`config.mk`:
```
export PLATFORM = sky130hd
export DESIGN_NAME = adder12_window_loader
export DESIGN_NICKNAME = d
export VERILOG_FILES = /design/src/rtl/adder12_window_loader.sv
export SDC_FILE = /design/constraint.sdc
export NUM_CORES = 1
export LEC_CHECK = 0
export ABC_CLOCK_PERIOD_IN_PS = 8800
export CAP_MARGIN = 25
export CORE_MARGIN = 2
export CORE_UTILIZATION = 50
export DETAILED_ROUTE_END_ITERATION = 10
export PLACE_DENSITY = 0.86
export SYNTH_ARGS = -nofsm -noshare
export SYNTH_HDL_FRONTEND = slang
export SYNTH_SLANG_ARGS = --single-unit
```
`constraint.sdc`:
```
create_clock -name clk -period 8.8 [get_ports clk]
set_input_delay 1.76 -clock clk [delete_from_list [all_inputs] [get_ports clk]]
set_output_delay 1.76 -clock clk [all_outputs]
set_load 0.02 [all_outputs]
```
`src/rtl/adder12_window_loader.sv`:
```
// rtl/adder12_window_loader.sv - 8-deep sliding sample window feeding the 8-input adder
// Each accepted sample shifts in at n0. win_valid marks every DECIM-th full window.
module adder12_window_loader #(
  parameter int WIDTH = 12,
  parameter int DECIM = 1
) (
  input  logic             clk,
  input  logic             rst,
  input  logic [WIDTH-1:0] din,
  input  logic             din_valid,
  input  logic             flush,
  output logic [WIDTH-1:0] n0,
  output logic [WIDTH-1:0] n1,
  output logic [WIDTH-1:0] n2,
  output logic [WIDTH-1:0] n3,
  output logic [WIDTH-1:0] n4,
  output logic [WIDTH-1:0] n5,
  output logic [WIDTH-1:0] n6,
  output logic [WIDTH-1:0] n7,
  output logic             win_valid,
  output logic [3:0]       fill_count
);

  localparam int DW = (DECIM > 1) ? $clog2(DECIM) : 1;
  localparam logic [DW-1:0] DCNT_MAX = DW'(DECIM - 1);

  typedef enum logic [1:0] {EMPTY, FILLING, FULL} state_t;

  state_t           r_state;
  logic [WIDTH-1:0] r_win [8];
  logic [3:0]       r_fill;
  logic [DW-1:0]    r_dcnt;
  logic             r_win_valid;

  always_ff @(posedge clk or posedge rst) begin
    if (rst) begin
      for (int i = 0; i < 8; i++) r_win[i] <= '0;
      r_fill      <= 4'd0;
      r_dcnt      <= '0;
      r_win_valid <= 1'b0;
      r_state     <= EMPTY;
    end else if (flush) begin
      // flush wins over a simultaneous sample, which is dropped
      for (int i = 0; i < 8; i++) r_win[i] <= '0;
      r_fill      <= 4'd0;
      r_dcnt      <= '0;
      r_win_valid <= 1'b0;
      r_state     <= EMPTY;
    end else if (din_valid) begin
      for (int i = 7; i > 0; i--) r_win[i] <= r_win[i-1];
      r_win[0] <= din;
      case (r_state)
        EMPTY: begin
          r_fill      <= 4'd1;
          r_win_valid <= 1'b0;
          r_state     <= FILLING;
        end
        FILLING: begin
          r_fill <= r_fill + 4'd1;
          if (r_fill == 4'd7) begin
            r_win_valid <= 1'b1;
            r_dcnt      <= '0;
            r_state     <= FULL;
          end else begin
            r_win_valid <= 1'b0;
          end
        end
        FULL: begin
          if (r_dcnt == DCNT_MAX) begin
            r_win_valid <= 1'b1;
            r_dcnt      <= '0;
          end else begin
            r_win_valid <= 1'b0;
            r_dcnt      <= r_dcnt + DW'(1);
          end
        end
        default: begin
          r_fill      <= 4'd0;
          r_win_valid <= 1'b0;
          r_state     <= EMPTY;
        end
      endcase
    end else begin
      r_win_valid <= 1'b0;
    end
  end

  assign n0         = r_win[0];
  assign n1         = r_win[1];
  assign n2         = r_win[2];
  assign n3         = r_win[3];
  assign n4         = r_win[4];
  assign n5         = r_win[5];
  assign n6         = r_win[6];
  assign n7         = r_win[7];
  assign win_valid  = r_win_valid;
  assign fill_count = r_fill;

endmodule

```
# ---- Word level (Yosys, flattened, before mapping)
# Cells that the tools add are included.
dict set report totals {
  reg_bits 104
  output_inout_bits 101
  elab_cells 44
}
dict set report classes {
  add_sub_neg 2
  n_eq_ne 5
  n_mux 19
  reduce_logical 6
}
# cell n
set op_table {}
lappend op_table {{$mux 96} 2}
lappend op_table {{$pmux 4 s3} 1}
lappend op_table {{$mux 1} 8}
lappend op_table {{$mux 4} 2}
lappend op_table {{$mux 2} 3}
lappend op_table {{$pmux 2 s3} 1}
lappend op_table {{$reduce_and 3->1} 2}
lappend op_table {{$add 4x1->4 const B} 1}
lappend op_table {{$eq 4x3->1 const B} 1}
lappend op_table {{$pmux 1 s2} 2}
lappend op_table {{$ne 3x3->1 const B} 1}
lappend op_table {{$reduce_bool 3->1} 1}
lappend op_table {{$eq 2x1->1 const B} 1}
lappend op_table {{$eq 2x2->1 const B} 1}
lappend op_table {{$logic_not 2->1} 1}
lappend op_table {{$ne 2x2->1 const B} 1}
lappend op_table {{$reduce_and 2->1} 1}
lappend op_table {{$reduce_bool 2->1} 1}
lappend op_table {{$add 1x1->1 const B} 1}

# ---- Depth between registers and ports, before layout
# Gate-level depths: netlist (run 1).
dict set report depth {
  depth_word 5
  ltp_mapped 6
  ltp_nobuf 5
}

# ---- Worst setup path after synthesis (run 1)
# No wires, ideal clock.
dict set report synth_timing {
  path_kind {input to register}
  startpoint {input port din_valid}
  endpoint {register r_win, in the netlist n5[0]}
  t_arrival_ns 2.562
  path_slack_ns 6.106
  cell_stages 5
  n_path_buf 3
  path_cell_list {buf_4 buf_2 buf_4 mux2i_1 nor2_1}
}
dict set report synth_between {
  elab_chain_cells 1
}
# item line_no
set synth_rtl {}
lappend synth_rtl {{start: declaration} 10} ;# input logic din_valid,
lappend synth_rtl {{$reduce_bool 2->1 (no line)} --}
lappend synth_rtl {{end: declaration} 30} ;# logic [WIDTH-1:0] r_win [8];
# Every way passes these cells.
# A chain may end at the register's enable or synchronous reset.

# ---- Worst setup path after layout (run 1)
dict set report layout_timing {
  startpoint {input port din_valid}
  endpoint {register r_win, in the netlist n4[8]}
}
# Same word-level chain as after synthesis.

==> results by group, run 1 <==
Critical path
  • Max stage delay cell, worst path: buf_4
  • CP Launch Type: primary input
  • Critical path cell sequence: buf_4 > buf_4 > mux2i_1 > nor2_1
  • Worst setup path category: in -> reg
  • Worst R2R Start: r_state[0]$_DFFE_PP0P_
  • Buf/Inv on CP: 2
  • Capturing point of the worst reg2reg path: fill_count[3]$_DFFE_PP0P_
  • WP data required: 9030 ps
  • CP most frequent cell: buf_4
  • Worst setup EP type: flip-flop
  • R2R setup slack: 7100 ps
  • Crit path max-delay family: buffers and inverters
  • Critical Path AT: 3550 ps
  • CP peak stage delay: 850 ps
  • Worst Reg-to-Reg Cells: 5
  • Crit Path Max Fanout: 59

Floorplan
  • I/O Pins: 117
  • Die width: 96.4 um
  • Core ar.: 0.00826 sq mm
  • Area of the die: 0.00929 sq mm
  • Initial Util: 0.517
  • Die Ht: 96.4 um
  • Rows: 33

Pwr
  • Power Internal: 0.642 mW
  • Cell Pwr Density: 151 mW/mm^2
  • Switching Share: 0.253
  • Gate power share: 0.112
  • Switch Pwr: 0.217 mW
  • Max IR drop VDD: 95.9 uV
  • Final Total Pwr: 0.859 mW
  • Part of the power in the clock network: 0.318
  • Sequential share of power: 0.571
  • LEAKAGE: 2.76 nW

Yosys
  • Complex-gate fraction of the synthesized area: 0.0185
  • Syn Inst Count: 358
  • Synthesized area per cell: 11.9 sq um
  • Synthesized flop and latch total: 103
  • Mux share of post-synthesis cell area: 0.225
  • Synth Area in Simple Gates: 0.108
  • Synth area leader: dfrtp_1
  • Post-synth top area share: 0.604
  • Post-synthesis adder-cell area fraction: 0.0147
  • Synthesized area: 0.00427 sq mm
  • Area contributors post-synth: dfrtp_1 60%, mux2i_1 23%, nor2_1 8.4%, ha_1 1.5%, clkbuf_1 1.1%
  • Synth Warn #: 0
  • Distinct cells, synth: 23
  • Register area share after synthesis: 0.604
  • Largest family of logic cells by synthesized area: multiplexers
  • Synthesized net count: 379
  • Synth Area in XOR/XNOR: 0

Clocking
  • Clock root cell: clkbuf_8
  • CTS tree: yes
  • Clock latency on the worst-skew pair: 350 ps
  • H-tree depth: 3
  • CTS Buf Count: 9
  • Resized cells post-CTS: 0
  • Clock transition at the registers of the reported paths: 90 ps
  • Cts hold-fix bufs: 0
  • Sink Count: 103
  • Post-CTS Setup Bufs: 0
  • Clk buf depth: 2

Timing
  • Final hold vios: 0
  • Worst Skew: 6.06 ps
  • Slew HR: 0.360
  • Setup TNS: 0 ps
  • Slew Viols, Final: 0
  • Final period util: 0.377
  • Worst-margin pin slew: 960 ps
  • Min Tclk post-route: 3310 ps
  • Unrepaired setup endpoints after global routing: false
  • Peak Freq: 302 MHz
  • Setup violations, final: 0

Layout
  • Ant diodes: 0
  • Area of all sequential standard cells: 0.00258 sq mm
  • Area added between synthesis and finish: 33.6%
  • Most frequent cells in the layout: 114 x clkdlybuf4s50_1, 103 x dfrtp_1, 96 x mux2i_1, 96 x nor2_1, 11 x clkbuf_8
  • NumNets Final: 487
  • Share of cells above drive strength 1: 0.0467
  • Commonest non-fill, non-tap cell in the layout: clkdlybuf4s50_1
  • Area of the multi-input gates: 0.00156 sq mm
  • Number of fill cells in the layout: 636

Route
  • Vias per cell: 5.25
  • Antenna Violating Nets Remaining: 0
  • DR pass1 iterations: 4
  • Initial DRC count: 199
  • Final WL: 9320 um
  • Drt drc: 0
  • Drt wl/cell: 16.2 um
  • Detailed-route via count: 3,022

Global routing
  • Remaining global-route overflow: 0
  • Initial antenna violation count: 0
  • GRT Util Overall: 0.215
  • First-pass GRT wire length: 15,200 um
  • Vias in the first global route: 3,019
  • Largest net degree at the start of global routing: 105

Min path
  • Hold Path End: n7[11]$_DFFE_PP0P_
  • Hold Startpoint: n7[11]$_DFFE_PP0P_
  • Worst hold path type: reg -> reg
  • Hold path depth: 2

Placement
  • Gpl congestion: 0.790
  • PortBufs: 116
  • Post-DP HPWL: 6300 um

Job
  • Max-cap violations: 0

Run status
  • Outcome: completed
[metal layers]
| metal | track usage | up-vias | part of all wire |
|---|---|---|---|
| met4 | 0.0927 | 0 | 0.021 |
| met2 | 0.334 | 85 | 0.47 |
| met5 | 0 | - | 0 |
| li1 | - | 1419 | - |
| met3 | 0.0636 | 16 | 0.071 |
| met1 | 0.283 | 1502 | 0.43 |
[through the flow]
step | std cells | utilization | instance area (sq um) | setup WS, ps | hold WS, ps
6_report | 576 | 0.691 | 5700 | 5490 | 529
5_1_grt | 576 | 0.691 | 5700 | 5390 | 557
4_1_cts | 574 | 0.684 | 5650 | 5490 | 534
3_3_place_gp | 558 | 0.662 | 5460 | 5150 | 505
3_5_place_dp | 558 | 0.662 | 5460 | 5110 | 511
2_1_floorplan | 358 | - | 4270 | 4340 | 510
[how the worst max path moves through the flow]
stage | start | endpoint | slack [ps] | depth (start not counted)
finish | din_valid | n4[8]$_DFFE_PP0P_ | 5490 | 4
global route | din_valid | n5[6]$_DFFE_PP0P_ | 5390 | 4
CTS | din_valid | n4[8]$_DFFE_PP0P_ | 5490 | 4
detailed placement | din_valid | n4[7]$_DFFE_PP0P_ | 5110 | 4
global placement | din_valid | n2[7]$_DFFE_PP0P_ | 5150 | 4
floorplan | rst | fill_count[0]$_DFFE_PP0P_ | 4340 | 1
[power by group through the flow]
stage	registers [mW]	clock network (mW)	logic [mW]
after global routing	0.492	0.298	0.105
after global placement	0.499	0	0.0914
after detailed placement	0.500	0	0.0935
final	0.490	0.273	0.0958
after CTS	0.490	0.281	0.0938
after floorplan	0.507	0	0.0532
[cells by family after synthesis]
kind of cell / count (synthesis)
and+or+nand+nor: 113
AOI/OAI and AO/OA: 13
DFF: 103
muxes: 96
adders and majority gates: 5
buffers and inverters: 28
[worst register-to-register path: stages (launching register included)]
cell,delay [ps]
dfrtp_1,420
inv_1,80
ha_1,230
nand2b_1,190
or4b_1,540
a31oi_1,170
[sequential cells by signal (all words and copies together), names as in the netlist]
name,count
n2,12
n3,12
n1,12
n7,12
fill_count,4
win_valid,1
n5,12
n0,12
n6,12
r_state,2
n4,12
[Yosys cell counts]
master	n
o32ai_1	1
nand2_1	4
nand3_1	3
dfrtp_1	103
a31oi_1	1
o2bb2ai_1	1
o2111ai_1	1
ha_1	5
mux2i_1	96
inv_1	5
nand4b_1	1
o22ai_1	1
buf_2	7
o21ai_0	3
buf_4	4
nor2_1	96
and3b_1	1
nor2b_1	2
a21oi_1	5
nand2b_1	4
nor3_1	1
or4b_1	1
clkbuf_1	12
[final cells by class]
cell class                 instances  area share
clock buffer                      12      0.0272
clock inverter                     4     0.00526
inverter                           5     0.00373
multi-input combinational        227       0.274
sequential                       103       0.452
tap                              105      0.0230
timing repair buffer             120       0.215
No activity file was read; power rests on OpenSTA's default activity.
==> run 2, diff against run 1 <==
Settings changed: ABC_CLOCK_PERIOD_IN_PS 8800 to 3000, CORE_UTILIZATION 50 to 43, PLACE_DENSITY 0.86 to 0.78.
Clock period 8.8 ns to 3 ns, I/O delays scaled along.
==> results by group, run 2 (synthesis gave the netlist of run 1 again) <==
Route
  • Routed wl met3: 613 um
  • Drt wl/cell: 15.7 um
  • Drt drc: 0
  • Detailed-route via count: 3,009
  • Routed wl met2: 4640 um
  • Final WL: 9510 um
  • DR pass1 iterations: 4
  • Vias per cell: 4.97
  • Initial DRC count: 83
  • Max layer used: met4
  • M1 wire length: 4150 um
  • Antenna Violating Nets Remaining: 0

Global routing
  • GRT Util Overall: 0.183
  • First-pass GRT wire length: 15,900 um
  • Remaining global-route overflow: 0
  • Largest net degree at the start of global routing: 59
  • Initial antenna violation count: 0
  • Vias in the first global route: 3,086

Critical path
  • WP data required: 2400 ps
  • Max stage delay cell, worst path: clkdlybuf4s50_1
  • CP peak stage delay: 640 ps
  • Worst setup path category: reg -> out
  • Critical Path AT: 1440 ps
  • Worst setup EP type: output port
  • Critical path cell sequence: clkdlybuf4s50_1
  • Crit Path Max Fanout: 3
  • CP Launch Type: flip-flop
  • Crit path max-delay family: buffers and inverters
  • Buf/Inv on CP: 1

Clocking
  • CTS tree: yes
  • Clock latency on the worst-skew pair: 370 ps
  • CTS Buf Count: 9
  • H-tree depth: 3
  • Clock root cell: clkbuf_8
  • Clock transition at the registers of the reported paths: 100 ps
  • Post-CTS Setup Bufs: 0
  • Cts hold-fix bufs: 0
  • Clk buf depth: 2
  • Resized cells post-CTS: 0
  • Sink Count: 103

Floorplan
  • Core ar.: 0.00968 sq mm
  • Area of the die: 0.0107 sq mm
  • I/O Pins: 117
  • Rows: 36
  • Die width: 104 um
  • Initial Util: 0.441
  • Die Ht: 104 um

Layout
  • Ant diodes: 0
  • Share of cells above drive strength 1: 0.0508
  • Area added between synthesis and finish: 35.0%
  • Most frequent cells in the layout: 114 x clkdlybuf4s50_1, 103 x dfrtp_1, 96 x mux2i_1, 96 x nor2_1, 9 x clkbuf_8
  • NumNets Final: 488
  • Cell Count, Final, Fillers Out: 605
  • Number of fill cells in the layout: 795
  • Commonest non-fill, non-tap cell in the layout: clkdlybuf4s50_1

Pwr
  • Gate power share: 0.107
  • Power Internal: 1.93 mW
  • Switching Share: 0.261
  • Cell Pwr Density: 454 mW/mm^2
  • Max IR drop VDD: 297 uV
  • Part of the power in the clock network: 0.344
  • LEAKAGE: 2.77 nW
  • Sequential share of power: 0.550
  • Switch Pwr: 0.683 mW

Timing
  • Slew HR: 0.570
  • Min Tclk post-route: 2040 ps
  • Worst Skew: 8.57 ps
  • Final period util: 0.679
  • Setup TNS: 0 ps
  • Unrepaired setup endpoints after global routing: false
  • Final hold slack: 520 ps
  • Peak Freq: 491 MHz
  • Final hold vios: 0
  • Slew Viols, Final: 0
  • Worst-margin pin slew: 644 ps
  • Setup violations, final: 0

Job
  • Max-cap violations: 0

Placement
  • PortBufs: 116
  • Post-DP HPWL: 6640 um
  • Dpl cells: 589
  • Gpl congestion: 0.749

Run status
  • Outcome: completed

Min path
  • Worst hold path type: in -> reg
[run 2: changes by cell type in the layout (fill, tap and decap cells not counted), moves of 2 or more]
cell      previous run  this run
clkbuf_8            11         9
inv_8                0         2
buf_12               0         2
buf_16               2         0
[run 2: power groups by stage]
stage	Clock, mW	Combinational (mW)	Sequential, mW
3_3_place_gp	0	0.274	1.46
6_report	0.900	0.280	1.44
4_1_cts	0.925	0.282	1.44
3_5_place_dp	0	0.281	1.47
5_1_grt	0.986	0.307	1.44
2_1_floorplan	0	0.156	1.49
[run 2: routing by layer]
layer,vias up,track usage
met4,0,0.0473
li1,1421,-
met2,87,0.295
met3,7,0.0636
met5,-,0
met1,1494,0.236
[run 2: cell type report]
| class | count | area, sq um | area share |
|---|---|---|---|
| clock inverters | 7 | 86.3 | 0.0150 |
| well taps | 133 | 166 | 0.0289 |
| repair buffers | 121 | 1220 | 0.212 |
| flip-flops and latches | 103 | 2580 | 0.447 |
| clock buffers | 9 | 124 | 0.0215 |
| inverters | 5 | 22.5 | 0.00391 |
| multi-input cells | 227 | 1560 | 0.271 |
[run 2: worst paths after layout]
kind	startpoint	depth (start not counted)	slack (ps)	endpoint
setup reg to reg	r_state[0]$_DFFE_PP0P_	5	1300	fill_count[3]$_DFFE_PP0P_
max in group asynchronous	rst	3	1590	n6[8]$_DFFE_PP0P_
min in group asynchronous	rst	2	650	n1[2]$_DFFE_PP0P_
hold reg to reg	n7[1]$_DFFE_PP0P_	2	530	n7[1]$_DFFE_PP0P_
hold / removal	flush	2	520	fill_count[2]$_DFFE_PP0P_
setup / recovery	n4[0]$_DFFE_PP0P_	1	960	n4[0]
[run 2: through the flow]
step	cell area [sq um]	setup WS, ps	total power, mW	util
2_1_floorplan	4270	1170	1.64	-
3_3_place_gp	5550	1060	1.74	0.573
3_5_place_dp	5550	1030	1.75	0.573
4_1_cts	5760	940	2.65	0.595
5_1_grt	5760	892	2.74	0.595
6_report	5760	964	2.62	0.595
